--- src/rtl/timer8254_pkg.sv ---
// Shared constants and helpers for the 8254 control-word path.
package timer8254_pkg;

    localparam logic [1:0] ADDR_CW     = 2'b11;
    localparam logic [1:0] SC_READBACK = 2'b11;
    localparam logic [1:0] RW_LATCH    = 2'b00;
    localparam logic [1:0] RB_IDLE     = 2'b11;

    localparam int unsigned SC_MSB   = 7;
    localparam int unsigned SC_LSB   = 6;
    localparam int unsigned RW_MSB   = 5;
    localparam int unsigned RW_LSB   = 4;
    localparam int unsigned MODE_MSB = 3;
    localparam int unsigned MODE_LSB = 1;
    localparam int unsigned BCD_BIT  = 0;

    // Modes 6 and 7 are aliases of 2 and 3; store the canonical form.
    function automatic logic [2:0] norm_mode(input logic [2:0] mode);
        logic [2:0] m;
        m = mode;
        if (m[1]) m[2] = 1'b0;
        return m;
    endfunction

endpackage

--- src/rtl/rb_pending.sv ---
// Per-counter pending readback register {COUNT_, STATUS_}, active low.
module rb_pending
    import timer8254_pkg::*;
(
    input  logic       clk,
    input  logic       reset_,
    input  logic       ack,
    input  logic       clear,
    input  logic       cmd_valid,
    input  logic [1:0] cmd_mask,
    output logic [1:0] rb
);

    logic [1:0] rb_q;
    logic [1:0] rb_d;
    logic [1:0] base;

    // Ack clears first so a same-cycle command still lands on an idle register.
    always_comb begin
        base = ack ? RB_IDLE : rb_q;
        rb_d = base;
        if (clear) begin
            rb_d = RB_IDLE;
        end else if (cmd_valid) begin
            rb_d = base & cmd_mask;
        end
    end

    // Pending state register.
    always_ff @(posedge clk or negedge reset_) begin
        if (!reset_) begin
            rb_q <= RB_IDLE;
        end else begin
            rb_q <= rb_d;
        end
    end

    assign rb = rb_q;

endmodule

--- src/rtl/cwr_dispatcher.sv ---
// Control-word decode, CWR distribution, readback requests and read mux.
module cwr_dispatcher
    import timer8254_pkg::*;
#(
    parameter int unsigned NUM_COUNTERS = 3
) (
    input  logic       clk,
    input  logic       reset_,
    input  logic [7:0] databus,
    input  logic [1:0] addrbus,
    input  logic       RWbus,
    input  logic       bus_strobe,
    output logic [5:0] CWR0,
    output logic [5:0] CWR1,
    output logic [5:0] CWR2,
    output logic [2:0] cw_load,
    output logic [1:0] readback0,
    output logic [1:0] readback1,
    output logic [1:0] readback2,
    input  logic [2:0] rb_ack,
    output logic [2:0] cs,
    input  logic [7:0] cnt_dout0,
    input  logic [7:0] cnt_dout1,
    input  logic [7:0] cnt_dout2,
    output logic [7:0] dout
);

    logic                    wr_cw;
    logic [1:0]              sc;
    logic [1:0]              rw;
    logic [NUM_COUNTERS-1:0] cw_wr;
    logic [NUM_COUNTERS-1:0] cmd_valid;
    logic [1:0]              cmd_mask [NUM_COUNTERS];
    logic [1:0]              rb       [NUM_COUNTERS];
    logic [5:0]              cwr_q    [NUM_COUNTERS];
    logic [5:0]              new_cwr;
    logic [2:0]              cs_d;
    logic [7:0]              rd_data;
    logic [2:0]              cw_load_q;
    logic [2:0]              cs_q;
    logic [7:0]              dout_q;

    assign wr_cw   = bus_strobe && !RWbus && (addrbus == ADDR_CW);
    assign sc      = databus[SC_MSB:SC_LSB];
    assign rw      = databus[RW_MSB:RW_LSB];
    assign new_cwr = {rw, norm_mode(databus[MODE_MSB:MODE_LSB]), databus[BCD_BIT]};

    // Per-counter command decode: CW write, counter latch or read-back.
    always_comb begin
        cw_wr     = '0;
        cmd_valid = '0;
        for (int unsigned n = 0; n < NUM_COUNTERS; n++) begin
            cmd_mask[n] = RB_IDLE;
            if (wr_cw && (32'(sc) == n)) begin
                if (rw != RW_LATCH) begin
                    cw_wr[n] = 1'b1;
                end else begin
                    cmd_valid[n] = 1'b1;
                    cmd_mask[n]  = 2'b01;
                end
            end else if (wr_cw && (sc == SC_READBACK) && !databus[0] && databus[1 + n]) begin
                cmd_valid[n] = 1'b1;
                cmd_mask[n]  = rw;
            end
        end
    end

    for (genvar g = 0; g < NUM_COUNTERS; g++) begin : g_rb
        rb_pending u_rb_pending (
            .clk       (clk),
            .reset_    (reset_),
            .ack       (rb_ack[g]),
            .clear     (cw_wr[g]),
            .cmd_valid (cmd_valid[g]),
            .cmd_mask  (cmd_mask[g]),
            .rb        (rb[g])
        );
    end

    // Data-access select and read-data mux.
    always_comb begin
        cs_d    = '0;
        rd_data = 8'h00;
        unique case (addrbus)
            2'b00: begin cs_d = 3'b001; rd_data = cnt_dout0; end
            2'b01: begin cs_d = 3'b010; rd_data = cnt_dout1; end
            2'b10: begin cs_d = 3'b100; rd_data = cnt_dout2; end
            default: begin cs_d = 3'b000; rd_data = 8'h00; end
        endcase
        if (!bus_strobe) cs_d = '0;
    end

    // CWR registers, one-cycle pulses and held read data.
    always_ff @(posedge clk or negedge reset_) begin
        if (!reset_) begin
            for (int unsigned n = 0; n < NUM_COUNTERS; n++) cwr_q[n] <= '0;
            cw_load_q <= '0;
            cs_q      <= '0;
            dout_q    <= 8'h00;
        end else begin
            for (int unsigned n = 0; n < NUM_COUNTERS; n++) begin
                if (cw_wr[n]) cwr_q[n] <= new_cwr;
            end
            cw_load_q <= cw_wr;
            cs_q      <= cs_d;
            if (bus_strobe && RWbus) dout_q <= rd_data;
        end
    end

    assign CWR0      = cwr_q[0];
    assign CWR1      = cwr_q[1];
    assign CWR2      = cwr_q[2];
    assign readback0 = rb[0];
    assign readback1 = rb[1];
    assign readback2 = rb[2];
    assign cw_load   = cw_load_q;
    assign cs        = cs_q;
    assign dout      = dout_q;

endmodule

--- config.mk ---
export PLATFORM = sky130hd
export DESIGN_NAME = cwr_dispatcher
export DESIGN_NICKNAME = d
export VERILOG_FILES = /design/src/rtl/timer8254_pkg.sv /design/src/rtl/rb_pending.sv /design/src/rtl/cwr_dispatcher.sv
export SDC_FILE = /design/constraint.sdc
export NUM_CORES = 1
export LEC_CHECK = 0
export ABC_CLOCK_PERIOD_IN_PS = 1130
export BUFFER_PORTS_ARGS = -buffer_cell sky130_fd_sc_hd__buf_2
export CORE_MARGIN = 2
export CORE_UTILIZATION = 30
export CTS_BUF_LIST = sky130_fd_sc_hd__clkbuf_8
export CTS_CLUSTER_DIAMETER = 80
export DETAILED_ROUTE_END_ITERATION = 10
export PLACE_DENSITY = 0.56
export SETUP_SLACK_MARGIN = 0.1
export SYNTH_ARGS = -nofsm -noshare
export SYNTH_HDL_FRONTEND = slang
export SYNTH_SLANG_ARGS = --single-unit
--- constraint.sdc ---
create_clock -name clk -period 1.13 [get_ports clk]
set_input_delay 0.226 -clock clk [delete_from_list [all_inputs] [get_ports clk]]
set_output_delay 0.226 -clock clk [all_outputs]
set_load 0.02 [all_outputs]
# After elaboration in Yosys (flattened, before gate mapping)
# Index checks and enable logic that the tools add are counted.
word_totals:
  register_bits: 38
  inputBits: 41
classes:
  n_eq_ne: 6
  muxes: 31
  n_bitwise: 3
  reduce_logical: 16
ops:
  columns: ["op", "n"]
  rows:
  - ["2-bit 2-to-1 mux", 16]
  - ["8-bit case mux with 3 select lines", 1]
  - ["1-bit 2-to-1 mux", 12]
  - ["1-bit logical AND", 11]
  - ["3-bit case mux with 3 select lines", 1]
  - ["2-bit equality test (second input constant)", 4]
  - ["2-bit AND", 3]
  - ["2-bit by 1-bit equality test with 1-bit output (second input constant)", 2]
  - ["2-bit zero test", 2]
  - ["3-bit 2-to-1 mux", 1]
  - ["1-bit zero test", 2]
  - ["2-bit nonzero test", 1]

# Depth between registers and ports, before layout
# Gate-level depths: netlist (run 1).
logic_depth:
  ltp_word: 11
  ltp_mapped: 5

# By module
# From an unflattened synthesis (run 1), not the netlist that was laid out.
unflattened:
  cells_unflattened: 176
  hier_area_um2: 1843.0
by_module_without_submodules:
  columns: ["mod", "n_inst", "cells_each", "area_per_inst_um2"]
  rows:
  - ["cwr_dispatcher", 1, 149, 1584.0]
  - ["rb_pending", 3, 9, 86.3]

# Worst setup path after synthesis (run 1)
# Ideal clock, no wire load.
synth_timing:
  path_kind: "input -> register"
  start: "input databus[4]"
  end: "register cwr_q, in the netlist CWR0[0]"
  setup_ns: 0.125
  arrival_ns: 1.140
  t_required_ns: 1.005
  slack_ns: -0.135
  stages: 4
  path_cell_list: "clkbuf_1 -> or2_2 -> nand3_2 -> mux2_2"
synth_between:
  elab_chain_cells: 3
synth_lines:
  columns: ["element", "line_no", "text"]
  rows:
  - ["from (decl)", "cwr_dispatcher.sv:9", "input logic [7:0] databus,"]
  - ["2-bit nonzero test", "cwr_dispatcher.sv:55", "if (rw != RW_LATCH) begin"]
  - ["1-bit 2-to-1 mux", "cwr_dispatcher.sv:55", null]
  - ["1-bit 2-to-1 mux", "cwr_dispatcher.sv:54", "if (wr_cw && (32'(sc) == n)) begin"]
  - ["to (signal, indexed assignment)", "cwr_dispatcher.sv:102", "if (cw_wr[n]) cwr_q[n] <= new_cwr;"]
  - ["to (decl)", "cwr_dispatcher.sv:35", "logic [5:0] cwr_q [NUM_COUNTERS];"]
# Every way passes these cells.
# A chain may end at the register's enable or synchronous reset.

# Final worst setup path (run 1)
layout_timing:
  start: "register g_rb[2].u_rb_pending.rb_q[1]"
  end: "output readback2[1]"
layout_lines:
  columns: ["element", "line_no", "text"]
  rows:
  - ["from (decl)", "rb_pending.sv:14", "logic [1:0] rb_q;"]
  - ["from (signal assigned)", "rb_pending.sv:34", "rb_q <= rb_d;"]
  - ["to (decl)", "cwr_dispatcher.sv:19", "output logic [1:0] readback2,"]
# No word-level cell between the ends.

==> reports/qor.csv, run 1 <==
metric;value;unit
status;finished, violations left;
violations;setup timing;
ant_nets;0;
slowest_stage;dfstp_2;
critPathMaxStageDelay;0.56;ns
core.rowCount;27;
ys_seq_area_share;54.29;%
clkLatencyLatePin;0.29;ns
ir_drop;0.0005720;V
crit_chain;buf_6;
drive_above_1_share;62.03;%
synthFlopType;dfrtp_1;
r2r_start;CWR0[3]$_DFFE_PN0P_;
routed_wl;4708;um
die_h;80.71;um
wl_per_cell;13.93;um
skew;0;ns
setup_slack;-0.05748;ns
h-tree-depth;2;
p_leak;1.487;nW
drc;0;
hpwl;3504;um
min_period_over_period;105.1;%
cts_inserted_buffers;5;
crit_start;g_rb[2].u_rb_pending.rb[1]$_DFF_PN1_;
fp.dieW;80.71;um
crit_family;flip-flops;
fin_nets;306;
rrSetupSlack;0.12;ns
die_area;0.006514;mm2
synth.distinct_cells;40;
core_area;0.005608;mm2
synthesis.nets;188;
finalSetupViolations;6;
vias;1582;
antenna_found_initial;0;
cts_tree;built;
yosys_warnings;0;
grt_pass1_vias;1666;
period_minus_slack;1.187;ns
slew_headroom;80.97;%
place.gp.congestion;0.7927;
utilization;53.46;%
first_iter_violations;74;
place_ws;-0.2265;ns
worstSetupStartpointType;flop;
critical_path.max_fanout;2;
final_cell_mix;buf_2, buf_6, buf_4;
track_usage;15.78;%
critPathKind;flop to output pin;
numClockSinks;38;
worstMarginPinSlew;0.2844;ns
syn_area;0.001765;mm2
dr.pass1.iters;4;
finalPower;0.004001;W
fin_tns_setup;-0.2665;ns
synth_seq_cells;38;
avgSynthCellArea;12.01;um2
syn-instance-count;147;
grt_start_max_net_pins;39;
grt_setup_unrepaired;true;
port_buffers;78;
cts_buffer_depth;2;
end_kind;output pin;
min-delay-start;databus[1];
slew_violations;0;
drv_cap;0;
initial_core_util;31.48;%
overflow;0;
async_reset_ff_share;100.0;%
synth_edf_count;0;
hp-class;input port to flop;
via_per_inst;4.680;
synthToLayoutAreaGrowth;69.81;%
hold_viol_final;0;
grt_pass1_wl;7707;um
final_cell_area;0.002998;mm2
critical_path_required;0.90;ns
arrival;0.96;ns
num_antenna_cells;0;
io_pins;79;
placed_area;0.002482;mm2
p_per_area;1335;mW/mm2
clock.fmax;842.1;MHz
crit_buf_inv;1;
clkTransAtPathRegs;0.07;ns
root_buffer;clkbuf_8;
## where the power goes
group          switching (W)  internal, W  total [W]
Clock               0.000465     0.000711    0.00118
Sequential          0.000125      0.00152    0.00165
Combinational       0.000512     0.000667    0.00118
Total                0.00110      0.00290    0.00400
## final timing paths
path                       cells past startpoint                              endpoint
hold / removal                                 2  g_rb[0].u_rb_pending.rb[1]$_DFF_PN1_
hold reg to reg                                1                   CWR0[5]$_DFFE_PN0P_
min in group asynchronous                      3                   CWR0[4]$_DFFE_PN0P_
setup reg to reg                               3                   CWR0[3]$_DFFE_PN0P_
max in group asynchronous                      3  g_rb[2].u_rb_pending.rb[1]$_DFF_PN1_
setup / recovery                               1                          readback2[1]
## cell usage after synthesis (3+ instances only)
master | number | share of area [%]
mux2_2 | 12 | 7.7
nand3_1 | 3 | 0.85
inv_1 | 4 | 0.85
nor2b_1 | 3 | 1.1
a2bb2oi_1 | 8 | 4.0
dfrtp_1 | 32 | 45
dfstp_2 | 6 | 8.9
a211oi_1 | 5 | 2.1
mux2i_1 | 8 | 4.5
nand2_1 | 4 | 0.85
a21oi_1 | 10 | 2.8
clkbuf_1 | 4 | 0.85
buf_2 | 4 | 1.1
nor2_1 | 13 | 2.8
## metal layers
metal / GRT usage [%] / up-vias / routed length [um]
li1: - / 777 / -
met1: 19.01 / 726 / 2054
met2: 25.83 / 70 / 2171
met3: 5.506 / 9 / 398
met4: 6.271 / 0 / 83
met5: 0 / - / 0
## sequential cells by signal, indices dropped and copies added (netlist names)
name and count:
dout 8, CWR1 6, cw_load 3, g_rb.u_rb_pending.rb 6
CWR0 6, CWR2 6, cs 3
## layout make-up
cell class | instances | area (um2)
sequential | 38 | 958.4
clock buffer | 6 | 82.58
inverter | 4 | 15.01
clock inverter | 2 | 33.78
fill | 495 | 2610
tap | 72 | 90.09
multi-input combinational | 96 | 827.0
timing repair buffer | 120 | 991.0
## stage by stage
step	hold WS (ns)	std cells
after global placement	0.2089	314
final	0.1602	338
after global routing	0.1652	338
after CTS	0.1517	331
after detailed placement	0.2099	314
after floorplan	-0.06959	147
## what timing repair did
item | 4_1_cts | 5_1_grt
cloned | 0 | 1
endpoints found under the hold margin | 32 | 0
pin swaps | 1 | 2
buffers inserted | 8 | 6
resized for setup | 72 | 13
hold buffers | 1 | 0
endpoints found under the setup margin | 37 | 58
## logic make-up (layout without fill, tap and decap cells)
kind of cell	after synthesis	after routing	share of synthesized area [%]
AO/OA/AOI/OAI	35	35	14.88
buffers and inverters	13	132	3.472
flip-flops	38	38	54.29
multiplexers	20	20	12.19
AND/OR/NAND/NOR	41	41	15.17
Note: power is estimated with default switching activity, not from simulation.
==> inputs of run 2 (changes only) <==
- CORE_UTILIZATION: 30 -> 45
- CTS_BUF_LIST: sky130_fd_sc_hd__clkbuf_8 -> unset
- PLACE_DENSITY: 0.56 -> 0.78
==> run 2 against run 1 <==
  * The run still ends with setup timing left
  * Clock power shrank 17%
  * Clock skew is the same
  * Worst setup slack lost 0.0069 ns
  * Largest power group unchanged
==> reports/qor.csv, run 2 (synthesis gave the netlist of run 1 again) <==
metric;value;unit;change
dp_cells;288;;-8.3%
crit_family;flip-flops;;
h-tree-depth;2;;unchanged
hold_viol_final;0;;unchanged
largest_register_ff_count;8;;unchanged
ant_nets;0;;unchanged
crit_start;g_rb[0].u_rb_pending.rb[1]$_DFF_PN1_;;
synthToLayoutAreaGrowth;67.47;%;
hp-class;input port to flop;;
grt_setup_unrepaired;true;;
clkTransAtPathRegs;0.08;ns;about the same
whs;0.1365;ns;-0.02373 ns
critical_path_required;0.90;ns;about the same
critPathKind;flop to output pin;;
port_buffers;78;;unchanged
cp_num_cells;1;;unchanged
drive_above_1_share;60.67;%;-1.4 points
min_period_over_period;105.7;%;+0.61 points
r2r_start;CWR2[3]$_DFFE_PN0P_;;
slew_headroom;67.28;%;-14 points
setup_slack;-0.06440;ns;-0.006921 ns
final_cell_mix;buf_6, buf_2, buf_4;;
grt_pass1_wl;7652;um;-0.71%
cts_inserted_buffers;5;;unchanged
fin_nets;307;;+0.33%
critical_path.max_fanout;2;;unchanged
place_ws;-0.2197;ns;+0.006825 ns
violations;setup timing;;
root_buffer;clkbuf_8;;
die_h;66.64;um;-17%
first_iter_violations;90;;+22%
fp.dieW;66.64;um;-17%
routed_wl;5102;um;+8.4%
place.gp.congestion;0.7885;;-0.53%
numClockSinks;38;;unchanged
rrSetupSlack;0.11;ns;about the same
fillers;248;;-50%
utilization;79.56;%;+26 points
drc;0;;unchanged
die_area;0.004440;mm2;-32%
worstSetupStartpointType;flop;;
initial_core_util;47.51;%;+16 points
core_area;0.003716;mm2;-34%
stdcell_count;315;;-6.8%
p_leak;1.481;nW;-0.44%
slowest_stage;dfstp_2;;
core.rowCount;22;;-19%
arrival;0.97;ns;about the same
num_antenna_cells;0;;unchanged
track_usage;23.76;%;+8.0 points
clkLatencyLatePin;0.29;ns;about the same
critPathMaxStageDelay;0.55;ns;about the same
crit_end;readback0[1];;
io_pins;79;;unchanged
wl_per_cell;16.20;um;+16%
finalSetupViolations;6;;unchanged
worstMarginPinSlew;0.4908;ns;+0.2065 ns
p_per_area;1295;mW/mm2;-3.0%
status;finished, violations left;;
layout_commonest_cell;buf_6;;
end_kind;output pin;;
drv_cap;0;;unchanged
crit_buf_inv;1;;unchanged
clock.fmax;837.2;MHz;-0.58%
finalPower;0.003829;W;-4.3%
antenna_found_initial;0;;unchanged
cts_tree;built;;
reg2reg_to;CWR2[3]$_DFFE_PN0P_;;
hpwl;3520;um;+0.45%
overflow;0;;unchanged
skew;0;ns;unchanged
period_minus_slack;1.194;ns;+0.006921 ns
grt_start_max_net_pins;27;;-31%
vias;1651;;+4.4%
slew_violations;0;;unchanged
via_per_inst;5.241;;+12%
crit_chain;buf_6;;
reg2reg_depth;3;;unchanged
dr.pass1.iters;4;;unchanged
cts_buffer_depth;2;;unchanged
ir_drop;0.0008375;V;+46%
grt_pass1_vias;1657;;-0.54%
run 2: final cells by class:
cell class,instances,area [um2],area share (%)
Inverter,4,15.01,0.5078
Timing Repair Buffer,121,1030,34.83
Clock inverter,2,12.51,0.4232
Sequential cell,38,958.4,32.42
Clock buffer,6,82.58,2.793
Tap cell,48,60.06,2.031
Multi-Input combinational cell,96,798.3,27.00
run 2: what timing repair did:
| action | in CTS | in global routing |
|---|---|---|
| endpoints found under the hold margin | 12 | 0 |
| setup endpoints to repair | 38 | 56 |
| buffers inserted | 10 | 9 |
| resized for setup | 76 | 6 |
| hold buffers | 1 | 0 |
| pin swaps | 0 | 3 |
run 2: how the worst min path moves through the flow:
stage               slack [ns]                              endpoint  depth (start not counted)       start
global placement          0.13                   CWR1[2]$_DFFE_PN0P_                          1      reset_
global route              0.16  g_rb[0].u_rb_pending.rb[1]$_DFF_PN1_                          2  databus[1]
floorplan                -0.07                   CWR0[0]$_DFFE_PN0P_                          0      reset_
CTS                       0.13  g_rb[0].u_rb_pending.rb[0]$_DFF_PN1_                          2  databus[1]
detailed placement        0.13                   CWR1[0]$_DFFE_PN0P_                          1      reset_
finish                    0.14  g_rb[0].u_rb_pending.rb[1]$_DFF_PN1_                          2  databus[1]
run 2: power by group:
part | internal (W) | total, W | leakage (nW) | switching (W)
clock network | 0.000490 | 0.000985 | 0.0472 | 0.000495
registers | 0.00152 | 0.00165 | 0.471 | 0.000129
logic | 0.000675 | 0.00119 | 0.962 | 0.000519
run 2: per-stage QoR:
| step | area, um2 | setup TNS, ns |
|---|---|---|
| 2_1_floorplan | 1827 | -0.8148 |
| 3_3_place_gp | 2437 | -4.340 |
| 3_5_place_dp | 2437 | -4.964 |
| 4_1_cts | 2855 | -0.3436 |
| 5_1_grt | 2957 | -0.4628 |
| 6_report | 2957 | -0.3402 |
run 2: metal layers:
layer | track usage (%) | up-vias | wire length, um
met5 | 0 | - | 0
met1 | 26.14 | 783 | 1892
met2 | 42.50 | 78 | 2735
met4 | 10.46 | 0 | 98
met3 | 6.419 | 11 | 376
li1 | - | 779 | -
